File: src/rtl/spi_pixel_loader_pkg.sv
// State encodings shared by the dithering accelerator blocks.
package states;

    // Dithering pass sequencer states.
    typedef enum logic [2:0] {
        DI_IDLE,
        DI_READ,
        DI_ERR,
        DI_WRITE,
        DI_DONE
    } dither_state_t;

    // SPI pixel loader states.
    typedef enum logic [1:0] {
        LD_IDLE,
        LD_SHIFT,
        LD_WRITE,
        LD_DONE
    } loader_state_t;

endpackage

File: src/rtl/spi_edge_sync.sv
// Brings the asynchronous SPI pins into the system clock domain and
// produces a one-cycle pulse for each rising SPI_CLK edge.
module spi_edge_sync (
    input  logic clk,
    input  logic rst_n,
    input  logic spi_clk,
    input  logic spi_cs,
    input  logic spi_mosi,
    output logic clk_rise,
    output logic cs_s,
    output logic mosi_s
);

    logic [2:0] clk_q;
    logic [1:0] cs_q;
    logic [1:0] mosi_q;

    // Two-stage synchronizers; SPI_CLK gets a third stage for edge detect.
    // CS resets to deselected so no phantom transfer is seen after reset.
    always_ff @(posedge clk or negedge rst_n) begin
        if (!rst_n) begin
            clk_q  <= '0;
            cs_q   <= 2'b11;
            mosi_q <= '0;
        end else begin
            clk_q  <= {clk_q[1:0], spi_clk};
            cs_q   <= {cs_q[0], spi_cs};
            mosi_q <= {mosi_q[0], spi_mosi};
        end
    end

    assign clk_rise = clk_q[1] & ~clk_q[2];
    assign cs_s     = cs_q[1];
    assign mosi_s   = mosi_q[1];

endmodule

File: src/rtl/spi_pixel_loader.sv
// SPI (mode 0, MSB first) pixel receiver that fills the image SRAM from
// address 0 and flags the frame valid once the last pixel lands.
// Optional feature: define LOADER_CHECKSUM_EN to keep a mod-256 byte sum.
module spi_pixel_loader
    import states::*;
#(
    parameter int IMAGEX           = 16,
    parameter int IMAGEY           = 16,
    parameter int IMAGE_SIZE       = IMAGEX * IMAGEY,
    parameter int IMAGE_ADDR_WIDTH = $clog2(IMAGE_SIZE),
    parameter int RGB_SIZE         = 8
) (
    input  logic                        MAX10_CLK1_50,
    input  logic                        reset_n,
    input  logic                        SPI_CLK,
    input  logic                        SPI_CS,
    input  logic                        SPI_MOSI,
    input  logic                        MCU_TX_RDY,
    output logic                        MCU_RX_RDY,
    output logic                        sram_we,
    output logic [IMAGE_ADDR_WIDTH-1:0] sram_addr,
    output logic [RGB_SIZE-1:0]         sram_wdata,
    output logic                        load_done,
    output logic                        data_valid,
    output logic [7:0]                  load_checksum
);

    localparam int BCW = $clog2(RGB_SIZE);

    logic                        clk_rise, cs_s, mosi_s;
    loader_state_t               state_q, state_d;
    logic [IMAGE_ADDR_WIDTH-1:0] addr_q;
    logic [BCW-1:0]              bit_cnt_q;
    logic [RGB_SIZE-1:0]         shreg_q;
    logic                        last_bit, last_addr, bit_take;

    spi_edge_sync u_sync (
        .clk      (MAX10_CLK1_50),
        .rst_n    (reset_n),
        .spi_clk  (SPI_CLK),
        .spi_cs   (SPI_CS),
        .spi_mosi (SPI_MOSI),
        .clk_rise (clk_rise),
        .cs_s     (cs_s),
        .mosi_s   (mosi_s)
    );

    assign last_bit  = bit_cnt_q == BCW'(RGB_SIZE - 1);
    assign last_addr = addr_q == IMAGE_ADDR_WIDTH'(IMAGE_SIZE - 1);
    // A deselected bus never shifts, even if SPI_CLK toggles.
    assign bit_take  = clk_rise & ~cs_s;

    // State register.
    always_ff @(posedge MAX10_CLK1_50 or negedge reset_n) begin
        if (!reset_n) state_q <= LD_IDLE;
        else          state_q <= state_d;
    end

    // Next-state decode and ready flag.
    always_comb begin
        state_d    = state_q;
        MCU_RX_RDY = 1'b0;
        case (state_q)
            LD_IDLE: begin
                MCU_RX_RDY = 1'b1;
                if (MCU_TX_RDY) state_d = LD_SHIFT;
            end
            LD_SHIFT: if (bit_take && last_bit) state_d = LD_WRITE;
            LD_WRITE: state_d = last_addr ? LD_DONE : LD_SHIFT;
            LD_DONE:  state_d = LD_IDLE;
            default:  state_d = LD_IDLE;
        endcase
    end

    // Datapath: bit assembly, address walk and registered SRAM/status outputs.
    always_ff @(posedge MAX10_CLK1_50 or negedge reset_n) begin
        if (!reset_n) begin
            addr_q     <= '0;
            bit_cnt_q  <= '0;
            shreg_q    <= '0;
            sram_we    <= 1'b0;
            sram_addr  <= '0;
            sram_wdata <= '0;
            load_done  <= 1'b0;
            data_valid <= 1'b0;
        end else begin
            sram_we   <= 1'b0;
            load_done <= 1'b0;
            case (state_q)
                LD_IDLE: begin
                    if (MCU_TX_RDY) begin
                        addr_q     <= '0;
                        bit_cnt_q  <= '0;
                        data_valid <= 1'b0;
                    end
                end
                LD_SHIFT: begin
                    // CS high drops any partial byte; the next byte's eight
                    // shifts flush the stale bits out of shreg.
                    if (cs_s) begin
                        bit_cnt_q <= '0;
                    end else if (clk_rise) begin
                        shreg_q   <= {shreg_q[RGB_SIZE-2:0], mosi_s};
                        bit_cnt_q <= bit_cnt_q + 1'b1;
                    end
                end
                LD_WRITE: begin
                    sram_we    <= 1'b1;
                    sram_addr  <= addr_q;
                    sram_wdata <= shreg_q;
                    bit_cnt_q  <= '0;
                    if (!last_addr) addr_q <= addr_q + 1'b1;
                end
                LD_DONE: begin
                    load_done  <= 1'b1;
                    data_valid <= 1'b1;
                end
                default: ;
            endcase
        end
    end

`ifdef LOADER_CHECKSUM_EN
    logic [7:0] csum_q;

    // Running mod-256 sum of the bytes written since the last frame start.
    always_ff @(posedge MAX10_CLK1_50 or negedge reset_n) begin
        if (!reset_n)                              csum_q <= '0;
        else if (state_q == LD_IDLE && MCU_TX_RDY) csum_q <= '0;
        else if (state_q == LD_WRITE)              csum_q <= csum_q + 8'(shreg_q);
    end

    assign load_checksum = csum_q;
`else
    assign load_checksum = 8'h00;
`endif

endmodule

File: config.mk
export PLATFORM = sky130hd
export DESIGN_NAME = spi_pixel_loader
export DESIGN_NICKNAME = d
export VERILOG_FILES = /design/src/rtl/spi_pixel_loader_pkg.sv /design/src/rtl/spi_edge_sync.sv /design/src/rtl/spi_pixel_loader.sv
export SDC_FILE = /design/constraint.sdc
export NUM_CORES = 1
export LEC_CHECK = 0
export CAP_MARGIN = 20
export CORE_ASPECT_RATIO = 2
export CORE_UTILIZATION = 46
export CTS_BUF_LIST = sky130_fd_sc_hd__clkbuf_8 sky130_fd_sc_hd__clkbuf_16
export DETAILED_ROUTE_END_ITERATION = 10
export HOLD_SLACK_MARGIN = 0.02
export PLACE_DENSITY = 0.72
export SLEW_MARGIN = 40
export SYNTH_ARGS = -nofsm -noshare
export SYNTH_HDL_FRONTEND = slang
export SYNTH_SLANG_ARGS = --single-unit
File: constraint.sdc
create_clock -name MAX10_CLK1_50 -period 1.4 [get_ports MAX10_CLK1_50]
set_input_delay 0.28 -clock MAX10_CLK1_50 [delete_from_list [all_inputs] [get_ports MAX10_CLK1_50]]
set_output_delay 0.28 -clock MAX10_CLK1_50 [all_outputs]
set_load 0.01 [all_outputs]
=== Yosys cells after proc, flatten, opt, wreduce, memory -nomap -nowiden ===
Index checks and enable logic that the tools add are counted.

* $add $sub $neg: 2
* $mul: 0
* Divide/modulo/power cells: 0
* Order comparisons: 0
* Equal/unequal tests: 9
* Shift-type cells: 0
* Muxes and demuxes: 16
* Bitwise operators: 4
* Reduce and logical (&&, ||, !) cells: 10

{| class="wikitable"
|+ Operators with widths
! cell !! count
|-
| 8-bit 2-to-1 mux || 2
|-
| 8-bit case mux with 2 select lines || 1
|-
| 3-bit 2-to-1 mux || 3
|-
| 3-bit case mux with 3 select lines || 1
|-
| 3-bit AND reduction || 3
|-
| 8-bit by 1-bit adder with 8-bit output (second input constant) || 1
|-
| 8-bit equality test (second input constant) || 1
|-
| 2-bit case mux with 4 select lines || 1
|-
| 2-bit 2-to-1 mux || 3
|-
| 2-bit != test (second input constant) || 3
|-
| 2-bit equality test (second input constant) || 2
|-
| 1-bit 2-to-1 mux || 4
|-
| 2-bit AND reduction || 2
|-
| 2-bit nonzero test || 2
|-
| 3-bit by 1-bit adder with 3-bit output (second input constant) || 1
|-
| 3-bit equality test (second input constant) || 1
|-
| 3-bit by 2-bit != test with 1-bit output (second input constant) || 1
|-
| 3-bit nonzero test || 1
|-
| 1-bit AND || 2
|-
| 2-bit by 1-bit equality test with 1-bit output (second input constant) || 1
|-
| 2-bit logical NOT || 1
|-
| 1-bit inverter || 2
|-
| 1-bit case mux with 2 select lines || 1
|-
| 1-bit logical AND || 1
|}

* Register bits after elaboration: 47
* Bits in latches: 0
* RAM bits: 0
* Bits in read-only memories: 0
* Output and inout bits: 28
* Logic and storage cells: 53
* Memories: 0

=== Depth between registers and ports, before layout ===
Gate-level depths: netlist of the first run.

* Depth after elaboration: 6
* Gate-level depth with buffers: 6
* Gate-level depth less buffers: 4

=== By module ===
Synthesis of the first run repeated with hierarchy kept, for this count alone.

* Cells, all modules: 176
* Area total of the unflattened synthesis: 2016.9 um2

{| class="wikitable"
|+ Modules (own cells, without submodules)
! module !! times used !! cells each !! area an instance (um2)
|-
| spi_pixel_loader || 1 || 168 || 1825.5
|-
| spi_edge_sync || 1 || 8 || 191.4
|}

=== Worst setup path before layout of the first run ===
No wires, ideal clock.

* Path type: register to register
* Start: reg u_sync.clk_q[2]
* End: reg shreg_q[0]
* Library setup time: 0.125 ns
* Arrival: 1.287 ns
* Data required time: 1.275 ns
* Path slack: -0.012 ns
* Cell stages (with the launch flop): 5
* Path buffers: 1
* Period minus slack after synthesis: 1.412 ns
* Cells stage by stage: dfrtp_1 > nor3b_1 > and2_1 > buf_4 > mux2_2

* Cells in the longest elaborated chain, start to end: 3

{| class="wikitable"
|+ RTL lines
! what !! line !! text
|-
| start, declared || spi_edge_sync.sv:14 || <nowiki>logic [2:0] clk_q;</nowiki>
|-
| start signal, assigned || spi_edge_sync.sv:26 || <nowiki>clk_q <= {clk_q[1:0], spi_clk};</nowiki>
|-
| 1-bit inverter || spi_edge_sync.sv:32 || <nowiki>assign clk_rise = clk_q[1] & ~clk_q[2];</nowiki>
|-
| 1-bit AND || spi_edge_sync.sv:32 ||
|-
| 3-bit AND reduction (no line) || -- ||
|-
| end signal, assigned || spi_pixel_loader.sv:103 || <nowiki>shreg_q <= {shreg_q[RGB_SIZE-2:0], mosi_s};</nowiki>
|-
| end, declared || spi_pixel_loader.sv:34 || <nowiki>logic [RGB_SIZE-1:0] shreg_q;</nowiki>
|}

No other way between the ends.
A chain may end at the register's enable or synchronous reset.

=== Final worst setup path of the first run ===
* Start: reg state_q[1]
* End: reg shreg_q[4]

* Cells in the longest elaborated chain, start to end: 2

{| class="wikitable"
|+ RTL lines
! what !! line !! text
|-
| start, declared || spi_pixel_loader.sv:31 || <nowiki>loader_state_t state_q, state_d;</nowiki>
|-
| start signal, assigned || spi_pixel_loader.sv:56 || <nowiki>else state_q <= state_d;</nowiki>
|-
| 2-bit by 1-bit equality test with 1-bit output || spi_pixel_loader.sv:89 || <nowiki>case (state_q)</nowiki>
|-
| 3-bit AND reduction (no line) || -- ||
|}

No other way between the ends.

==> impl_results.md, run 1 <==
- Setup violators final: 0
- Post-synthesis cell area: 0.00193 mm2
- CP arrival: 1.54 ns
- Portion of total power attributed to combinational logic: 7.2%
- Post-synth EDFFs: 0
- Startpoint of the worst setup timing path: state_q[1]
- Floorplan die height: 93.7 um
- Average instance area after synthesis: 11.0 um2
- Total placed instance area: 0.00235 mm2
- Number of iterations in the first detailed-routing pass: 4
- Hold Violations, Final: 0
- Number of warning messages in the yosys log: 0
- Worst Setup Path Type: flip-flop to flip-flop
- Count of clock tree sinks: 47
- Worst vdd ir: 0.000876 V
- Proportion of layout cells with a drive suffix above 1: 22.9%
- Pin count of the biggest net entering global routing: 25
- Global-route wire length before repair: 6280 um
- Area of the multi-input gates: 718 um2
- Power density over the cells: 994 mW/mm2
- Total track usage: 20.1%
- CTS tree: yes
- RePlAce Congestion: 0.899
- Final instance area: 0.00249 mm2
- Placeable core region: 0.00405 mm2
- Average routed wire per standard cell: 14.3 um
- F_max: 735 MHz
- Hold Crit Class: flip-flop to flip-flop
- Clk network pwr share: 30.8%
- Total via count in the routed design: 1,429
- Int Power: 1.91 mW
- Count of unique library cells instantiated by Yosys: 36
- Largest fanout on the critical path: 10
- Proportion of synthesized chip area in sequential cells: 61.0%
- # diodes: 0
- PortBufs: 25
- FF-to-FF Start: state_q[1]
- Starting Density: 47.7%
- Antenna-violating nets left: 0
- Starting DRC count in detailed routing: 18
- Clock Tree Buf Depth: 2
- Count of maximum capacitance violations: 0
- Static leakage: 1.32 nW
- Chip Width: 47.8 um
- Register bit total from synthesis: 47
- Count of non-filler cells in the finished layout: 275
- I/O pin cnt: 34
- Sw power: 570 uW
- Clock root buffer: sky130_fd_sc_hd__clkbuf_8
- Setup slack of the worst register-to-register path: 0.04 ns
- DRC viols: 0
- GRT Residual Overflow: 0
- Fraction of power spent switching nets: 23.0%
- Share of synthesized flip-flops with an asynchronous set or reset: 100%
- Number of antenna violations at the first check in global routing: 0
- Cell row count: 33
- Number of H-tree branching levels: 2
- Placed instance count: 263
- Clock latency on the worst-skew pair: 0.30 ns
- Number of filler instances in the final layout: 347
- Origin of the worst min-delay path: u_sync.mosi_q[0]
- CP Data Required Time: 1.58 ns
- Crit path launch type: flip-flop
- Number of buffers inserted during clock tree synthesis: 5
- Gate count after technology mapping: 175
- Flip-flop cell with the highest count after synthesis: sky130_fd_sc_hd__dfrtp_1
- Vias/cell: 5.20
- Placed wire-length estimate after detailed placement: 2860 um
- Die outline area: 0.00448 mm2
- Area used by sequential logic in the layout: 0.00118 mm2
- Nature of the critical path endpoint: flip-flop
- Max-slew violations: 0
- Final-stage net count: 231
- Routed Wire Length: 3950 um
- Sequential Power Share: 62.0%
- Synth-to-layout area growth: 29.0%
- Part of the cycle the worst path needs: 97.2%
- Clock transition time at the flip-flop clock pins of the worst setup and hold paths: 0.08 ns
- Final worst clock skew: 0.00892 ns
- Via count of the first global-routing pass: 1,430
- Final period demand of the worst path: 1.36 ns
- Outcome: completed
-- routing by layer --
layer / part of all wire, % / vias up / track usage, %
met3: 2.6 / 11 / 3.46
li1: - / 672 / -
met1: 38 / 712 / 21.9
met4: 3.2 / 0 / 13.0
met2: 56 / 34 / 33.3
met5: 0 / - / 0
-- layout by cell type, fill, tap and decap left out, types with 2 or more instances in the layout --
master and instances:
sky130_fd_sc_hd__dlygate4sd2_1 19, sky130_fd_sc_hd__a32o_1 2, sky130_fd_sc_hd__dfstp_2 2, sky130_fd_sc_hd__ha_1 2, sky130_fd_sc_hd__nand2_1 42, sky130_fd_sc_hd__dfrtp_1 44
sky130_fd_sc_hd__o21ai_0 12, sky130_fd_sc_hd__buf_4 17, sky130_fd_sc_hd__o211ai_1 5, sky130_fd_sc_hd__mux2_2 8, sky130_fd_sc_hd__nor2b_1 3, sky130_fd_sc_hd__clkdlybuf4s50_1 4
sky130_fd_sc_hd__a21oi_1 2, sky130_fd_sc_hd__clkbuf_8 5, sky130_fd_sc_hd__nand4_1 2, sky130_fd_sc_hd__nor2_1 3, sky130_fd_sc_hd__conb_1 8, sky130_fd_sc_hd__inv_1 7
sky130_fd_sc_hd__nand3_1 4, sky130_fd_sc_hd__buf_12 3, sky130_fd_sc_hd__or4_1 2
-- synth_stat cells, types with 3 or more instances --
cell type / n / area [um2]
sky130_fd_sc_hd__mux2_2: 8 / 90.1
sky130_fd_sc_hd__inv_1: 5 / 18.8
sky130_fd_sc_hd__dfrtp_1: 45 / 1130
sky130_fd_sc_hd__nand3_1: 4 / 20.0
sky130_fd_sc_hd__buf_4: 10 / 75.1
sky130_fd_sc_hd__clkbuf_1: 3 / 11.3
sky130_fd_sc_hd__ha_1: 3 / 37.5
sky130_fd_sc_hd__nand2_1: 42 / 158
sky130_fd_sc_hd__o211ai_1: 5 / 37.5
sky130_fd_sc_hd__nor2_1: 3 / 11.3
sky130_fd_sc_hd__o21ai_0: 12 / 60.1
sky130_fd_sc_hd__nor2b_1: 4 / 25.0
-- logic make-up after synthesis --
group,share of synthesized area [%]
AOI/OAI and AO/OA,10.9
adders and majority gates,1.94
buffers and inverters,5.89
DFF,61.0
muxes,5.18
other,0.194
and+or+nand+nor,14.9
-- metrics by stage --
| step | hold slack, ns | setup slack [ns] | total power [mW] | util, % | TNS [ns] |
|---|---|---|---|---|---|
| floorplan | -0.0156 | 0.0257 | 1.67 | - | 0 |
| global placement | 0.285 | -0.0161 | 1.73 | 58.2 | -0.0189 |
| detailed placement | 0.293 | -0.0312 | 1.74 | 58.2 | -0.175 |
| CTS | 0.358 | -0.000253 | 2.50 | 60.6 | -0.000253 |
| global route | 0.362 | -0.0574 | 2.61 | 61.6 | -0.0602 |
| finish | 0.355 | 0.0396 | 2.48 | 61.6 | 0 |
-- power by group through the flow --
stage | sequential [mW] | clock [mW] | combinational (mW)
6_report | 1.54 | 0.763 | 0.179
5_1_grt | 1.55 | 0.848 | 0.204
4_1_cts | 1.54 | 0.780 | 0.183
3_5_place_dp | 1.56 | 0 | 0.179
3_3_place_gp | 1.56 | 0 | 0.170
2_1_floorplan | 1.54 | 0 | 0.130
-- worst paths after layout --
| path | to | cells past startpoint |
|---|---|---|
| worst max-delay path | shreg_q[4] | 5 |
| worst min-delay path | u_sync.mosi_q[1] | 0 |
| worst max register to register | shreg_q[4] | 5 |
| worst min register to register | u_sync.mosi_q[1] | 0 |
| max in group asynchronous | u_sync.cs_q[0] | 3 |
| min in group asynchronous | state_q[0] | 3 |
-- timing repair --
action                                 in CTS  in global routing
pin swaps                                   0                  2
setup buffers                               1                  2
setup endpoints to repair                  25                 18
hold buffers                                1                  0
endpoints found under the hold margin      45                  0
resized for setup                          27                  7
-- registers in the layout, summed over array words and instances, names as in the netlist, 2 cells and up --
register	cells
u_sync.clk_q	3
addr_q	8
shreg_q	8
bit_cnt_q	3
state_q	2
sram_wdata	8
u_sync.cs_q	2
sram_addr	8
u_sync.mosi_q	2
-- final cells by class --
class / count / area share, %
timing repair buffer: 47 / 17.1
clock buffer: 5 / 2.76
multi-input combinational: 115 / 28.8
inverter: 6 / 0.904
sequential: 47 / 47.3
clock inverter: 3 / 0.502
tap: 52 / 2.61
-- critical path, cell delays in order (launching register included) --
cell,delay [ns]
sky130_fd_sc_hd__dfrtp_1,0.39
sky130_fd_sc_hd__buf_6,0.14
sky130_fd_sc_hd__nor2b_4,0.11
sky130_fd_sc_hd__and2_4,0.15
sky130_fd_sc_hd__buf_12,0.12
sky130_fd_sc_hd__mux2_2,0.33
Power figures use the tool's default switching activity.
==> inputs of run 2 (changes only) <==
--- a/config.mk
+++ b/config.mk
@@ -9,9 +9,12 @@
 export CORE_ASPECT_RATIO = 2
 export CORE_UTILIZATION = 46
 export CTS_BUF_LIST = sky130_fd_sc_hd__clkbuf_8 sky130_fd_sc_hd__clkbuf_16
+export CTS_CLUSTER_DIAMETER = 40
 export DETAILED_ROUTE_END_ITERATION = 10
+export GPL_ROUTABILITY_DRIVEN = 0
 export HOLD_SLACK_MARGIN = 0.02
 export PLACE_DENSITY = 0.72
+export SKIP_LAST_GASP = 1
 export SLEW_MARGIN = 40
 export SYNTH_ARGS = -nofsm -noshare
 export SYNTH_HDL_FRONTEND = slang
==> run 2 against run 1 <==
Fmax rose by 0.51%; global-route usage up 0.43 points; clock-buffer cell count unchanged; critical path depth is the same; sequential share of layout area grew 0.72 points; combinational power barely moved; clock skew shrank 0.0033 ns; critical path type unchanged; critical endpoint is now addr_q[5].
==> impl_results.md, run 2 (same netlist as run 1, synthesis figures left out) <==
- Outcome: completed
- Clock root buffer: sky130_fd_sc_hd__clkbuf_8
- Hold Crit Class: flip-flop to flip-flop
- Vias/cell: 5.26
- Number of antenna violations at the first check in global routing: 0
- I/O pin cnt: 34
- Part of the cycle the worst path needs: 96.7%
- Via count of the first global-routing pass: 1,457
- Clock transition time at the flip-flop clock pins of the worst setup and hold paths: 0.09 ns
- Number of filler instances in the final layout: 375
- Placeable core region: 0.00405 mm2
- Top cell by count, worst path: sky130_fd_sc_hd__buf_4
- Area of the multi-input gates: 709 um2
- Final worst clock skew: 0.00560 ns
- Average routed wire per standard cell: 14.0 um
- Power density over the cells: 1010 mW/mm2
- Kind of cell adding the most delay to the critical path: simple AND/OR/NAND/NOR gates
- Pin count of the biggest net entering global routing: 48
- Slowest stage delay, CP: 0.46 ns
- Number of H-tree branching levels: 2
- Max stage delay cell, worst path: sky130_fd_sc_hd__or4_1
- Number of buffers inserted during clock tree synthesis: 5
- Max-slew violations: 0
- Post-route met1 wirelength: 1410 um
- # diodes: 0
- Area used by sequential logic in the layout: 0.00118 mm2
- Static leakage: 1.31 nW
- Synth-to-layout area growth: 26.9%
- Global-route wire length before repair: 6460 um
- CP Data Required Time: 1.63 ns
- Total via count in the routed design: 1,440
- CTS tree: yes
- Largest fanout on the critical path: 4
- Detailed route wirelength on metal3: 131 um
- Starting DRC count in detailed routing: 23
- Critical path buffer and inverter count: 2
- Placed wire-length estimate after detailed placement: 2810 um
- Total track usage: 20.6%
- Worst vdd ir: 0.000878 V
- Clock Tree Buf Depth: 2
- CP arrival: 1.58 ns
- Most common cell after layout, fill and taps aside: sky130_fd_sc_hd__dfrtp_1
- Hold Violations, Final: 0
- Final period demand of the worst path: 1.35 ns
- Worst Setup Path Type: flip-flop to flip-flop
- GRT Residual Overflow: 0
- Chip Width: 47.8 um
- Crit path launch type: flip-flop
- RSZ-0062 raised after global routing: true
- F_max: 739 MHz
- Floorplan die height: 93.7 um
- Setup slack of the worst register-to-register path: 0.05 ns
- Clock latency on the worst-skew pair: 0.30 ns
- Final instance area: 0.00245 mm2
- Setup violators final: 0
- Met2 Wirelength: 2140 um
- Top routing layer in use: met4
- Antenna-violating nets left: 0
- Count of clock tree sinks: 47
- Routed Wire Length: 3850 um
- Die outline area: 0.00448 mm2
- Utilization of the core after routing: 60.6%
- Starting Density: 47.7%
- Count of maximum capacitance violations: 0
- PortBufs: 25
- Number of iterations in the first detailed-routing pass: 4
- Cell row count: 33
- Cell chain of the critical path: buf_4 -> buf_4 -> nand3_1 -> or4_1 -> o211ai_1
- Total placed instance area: 0.00233 mm2
- DRC viols: 0
- Top library cells by usage in the layout, fill and taps aside: sky130_fd_sc_hd__dfrtp_1, sky130_fd_sc_hd__nand2_1, sky130_fd_sc_hd__dlygate4sd2_1
- Nature of the critical path endpoint: flip-flop
- Proportion of layout cells with a drive suffix above 1: 22.5%
- Final-stage net count: 230
## run 2: worst register-to-register path: stages (launching register included)
cell	delay, ns
sky130_fd_sc_hd__dfrtp_1	0.37
sky130_fd_sc_hd__buf_4	0.11
sky130_fd_sc_hd__buf_4	0.12
sky130_fd_sc_hd__nand3_1	0.12
sky130_fd_sc_hd__or4_1	0.46
sky130_fd_sc_hd__o211ai_1	0.10
## run 2: layer usage
layer	vias to the layer above	track usage [%]
li1	671	-
met1	712	23.0
met2	43	33.4
met3	14	4.04
met4	0	12.7
met5	-	0
## run 2: path summary, 6_finish.rpt
kind                                start             end  depth (start not counted)
max in group asynchronous         reset_n  u_sync.cs_q[0]                          3
setup / recovery                addr_q[1]       addr_q[5]                          5
hold reg to reg            u_sync.cs_q[0]  u_sync.cs_q[1]                          0
min in group asynchronous         reset_n       load_done                          3
setup reg to reg                addr_q[1]       addr_q[5]                          5
hold / removal             u_sync.cs_q[0]  u_sync.cs_q[1]                          0
## run 2: what timing repair did
| action | in CTS | in global routing |
|---|---|---|
| gates resized for setup | 20 | 15 |
| buffers inserted | 1 | 4 |
| hold endpoints to repair | 45 | 0 |
| pin swaps | 0 | 2 |
| endpoints found under the setup margin | 22 | 25 |
| hold buffers | 1 | 0 |
## run 2: power breakdown
| part | internal, mW | switching, mW | total (mW) |
|---|---|---|---|
| logic | 0.103 | 0.0736 | 0.177 |
| registers | 1.47 | 0.0681 | 1.53 |
| clock network | 0.336 | 0.430 | 0.767 |
## run 2: cell type report
class	instances	share of cell area (%)
Clock inverter	3	0.510
Timing Repair Buffer	46	16.0
Multi-Input combinational cell	115	28.9
Clock buffer	5	2.81
Tap cell	52	2.65
Inverter	6	1.02
Sequential cell	47	48.1
## run 2: through the flow
| step | hold slack (ns) | instances | TNS, ns | worst slack, ns | power [mW] |
|---|---|---|---|---|---|
| after detailed placement | 0.283 | 261 | -0.147 | -0.0369 | 1.74 |
| final | 0.358 | 274 | 0 | 0.0465 | 2.48 |
| after floorplan | -0.0156 | 182 | 0 | 0.0257 | 1.67 |
| after global placement | 0.275 | 261 | -0.00961 | -0.00961 | 1.73 |
| after global routing | 0.368 | 274 | -0.0669 | -0.0313 | 2.61 |
| after CTS | 0.360 | 271 | -0.614 | -0.0703 | 2.51 |
==> inputs of run 3 (changes only) <==
--- a/config.mk
+++ b/config.mk
@@ -14,7 +14,7 @@
 export GPL_ROUTABILITY_DRIVEN = 0
 export HOLD_SLACK_MARGIN = 0.02
 export PLACE_DENSITY = 0.72
-export SKIP_LAST_GASP = 1
+export RECOVER_POWER = 25
 export SLEW_MARGIN = 40
 export SYNTH_ARGS = -nofsm -noshare
 export SYNTH_HDL_FRONTEND = slang
==> run 3 against run 2 <==
Worst hold slack hardly changed; critical path type is now flip-flop to primary output; utilization down 0.25 points; critical path depth fell by 2; via count grew 0.42%.
==> impl_results.md, run 3 (same netlist as run 1, synthesis figures left out) <==
- Outcome: completed
- FF-to-FF Start: addr_q[0]
- Int Power: 1.90 mW
- Number of iterations in the first detailed-routing pass: 4
- Static leakage: 1.30 nW
- Count of maximum capacitance violations: 0
- Final-stage net count: 230
- Origin of the worst min-delay path: u_sync.cs_q[0]
- Clock root buffer: sky130_fd_sc_hd__clkbuf_8
- Part of the cycle the worst path needs: 97.9%
- Floorplan die height: 93.7 um
- CP arrival: 1.09 ns
- Final instance area: 0.00244 mm2
- Slew HR: 58.7%
- GRT Residual Overflow: 0
- Most common cell after layout, fill and taps aside: sky130_fd_sc_hd__dfrtp_1
- Chip Width: 47.8 um
- Tot Pwr: 2.47 mW
- Clock Tree Buf Depth: 2
- Critical path buffer and inverter count: 2
- Worst vdd ir: 0.000882 V
- Fraction of power spent switching nets: 23.0%
- Portion of total power attributed to combinational logic: 6.9%
- Max stage delay cell, worst path: sky130_fd_sc_hd__dfrtp_1
- Placed wire-length estimate after detailed placement: 2810 um
- Final period demand of the worst path: 1.37 ns
- Critical register-to-register path endpoint: addr_q[6]
- Kind of cell adding the most delay to the critical path: flip-flops
- Number of filler instances in the final layout: 373
- CP Data Required Time: 1.12 ns
- Cell depth of the worst flop-to-flop path: 4
- Hold Violations, Final: 0
- Via count of the first global-routing pass: 1,454
- Average routed wire per standard cell: 14.1 um
- Setup violators final: 0
- Number of H-tree branching levels: 2
- Largest fanout on the critical path: 2
- Worst Setup Path Type: flip-flop to primary output
- Pin count of the biggest net entering global routing: 48
- Slew of the pin with the lowest slew margin: 0.620 ns
- Antenna-violating nets left: 0
- DRC viols: 0
- F_max: 730 MHz
- Synth-to-layout area growth: 26.4%
- # diodes: 0
- Count of clock tree sinks: 47
- PortBufs: 25
- RSZ-0062 raised after global routing: true
- Clock transition time at the flip-flop clock pins of the worst setup and hold paths: 0.08 ns
- Total via count in the routed design: 1,446
- Power density over the cells: 1010 mW/mm2
- Hold Crit Class: flip-flop to flip-flop
- Setup slack of the worst register-to-register path: 0.04 ns
- I/O pin cnt: 34
- Crit path launch type: flip-flop
- Clock latency on the worst-skew pair: 0.30 ns
- Nature of the critical path endpoint: primary output
- Slowest stage delay, CP: 0.41 ns
- Final worst clock skew: 0.00624 ns
- Area used by sequential logic in the layout: 0.00118 mm2
- Number of antenna violations at the first check in global routing: 0
- CTS tree: yes
- Total placed instance area: 0.00233 mm2
- Placeable core region: 0.00405 mm2
- Clk network pwr share: 30.9%
- Vias/cell: 5.28
- Cell row count: 33
- End point of the worst hold path: u_sync.cs_q[1]
- Number of buffers inserted during clock tree synthesis: 5
- Global-route wire length before repair: 6460 um
- Max-slew violations: 0
- Sequential Power Share: 62.2%
- Starting DRC count in detailed routing: 59
- Total track usage: 20.6%
- Routed Wire Length: 3860 um
- Top library cells by usage in the layout, fill and taps aside: sky130_fd_sc_hd__dfrtp_1, sky130_fd_sc_hd__nand2_1, sky130_fd_sc_hd__dlygate4sd2_1
- Area of the multi-input gates: 712 um2
- Sw power: 566 uW
- Die outline area: 0.00448 mm2
- Hold Path Cell Cnt: 0
- Starting Density: 47.7%
- Proportion of layout cells with a drive suffix above 1: 22.5%
- Cell chain of the critical path: buf_4 -> nor2_1 -> buf_2
-- run 3: cell types whose count changed in the layout (fill, tap and decap cells not counted), sizes merged --
cell / delta
clkdlybuf4s50: -3
dlygate4sd3: +3
-- run 3: routing by layer --
layer	wire (um)	vias up	GRT usage, %
met3	103	15	4.04
met1	1430	725	23.0
met5	0	-	0
li1	-	671	-
met4	165	0	12.7
met2	2160	35	33.4
-- run 3: power by group through the flow --
stage	Sequential (mW)	Clock, mW	Combinational, mW
2_1_floorplan	1.54	0	0.130
3_3_place_gp	1.56	0	0.173
3_5_place_dp	1.56	0	0.183
4_1_cts	1.53	0.793	0.186
5_1_grt	1.56	0.853	0.191
6_report	1.53	0.762	0.170
-- run 3: worst max path at each step --
| stage | from | to | depth (start not counted) |
|---|---|---|---|
| floorplan | addr_q[0] | addr_q[6] | 4 |
| global placement | MCU_TX_RDY | addr_q[7] | 5 |
| detailed placement | MCU_TX_RDY | addr_q[3] | 4 |
| CTS | state_q[0] | addr_q[6] | 3 |
| global route | addr_q[0] | addr_q[6] | 4 |
| finish | state_q[1] | MCU_RX_RDY | 3 |
-- run 3: worst reg2reg max path, cell delays in order, from the launching register on --
cell	delay, ns
sky130_fd_sc_hd__dfrtp_1	0.37
sky130_fd_sc_hd__ha_2	0.22
sky130_fd_sc_hd__nand3_1	0.11
sky130_fd_sc_hd__or4_4	0.50
sky130_fd_sc_hd__o211ai_1	0.09
-- run 3: area by class of cell --
type / count / share of cell area [%]
Clock buffer: 5 / 2.82
Tap cell: 52 / 2.66
Sequential cell: 47 / 48.3
Inverter: 6 / 1.02
Multi-Input combinational cell: 115 / 29.1
Clock inverter: 3 / 0.512
Timing Repair Buffer: 46 / 15.6
-- run 3: repair_timing --
action / 4_1_cts / 5_1_grt
setup buffers: 1 / 4
hold buffers: 1 / 0
gates resized for setup: 24 / 12
pin swaps: 0 / 1
endpoints found under the setup margin: 22 / 21
endpoints found under the hold margin: 45 / 0
-- run 3: through the flow --
step | instances | hold slack, ns | utilization (%) | setup WS (ns) | TNS, ns
global route | 274 | 0.368 | 60.4 | -0.0372 | -0.0756
detailed placement | 261 | 0.283 | 57.5 | -0.0369 | -0.147
CTS | 271 | 0.360 | 59.6 | -0.0106 | -0.0187
floorplan | 182 | -0.0156 | - | 0.0257 | 0
global placement | 261 | 0.275 | 57.5 | -0.00961 | -0.00961
finish | 274 | 0.358 | 60.4 | 0.0299 | 0
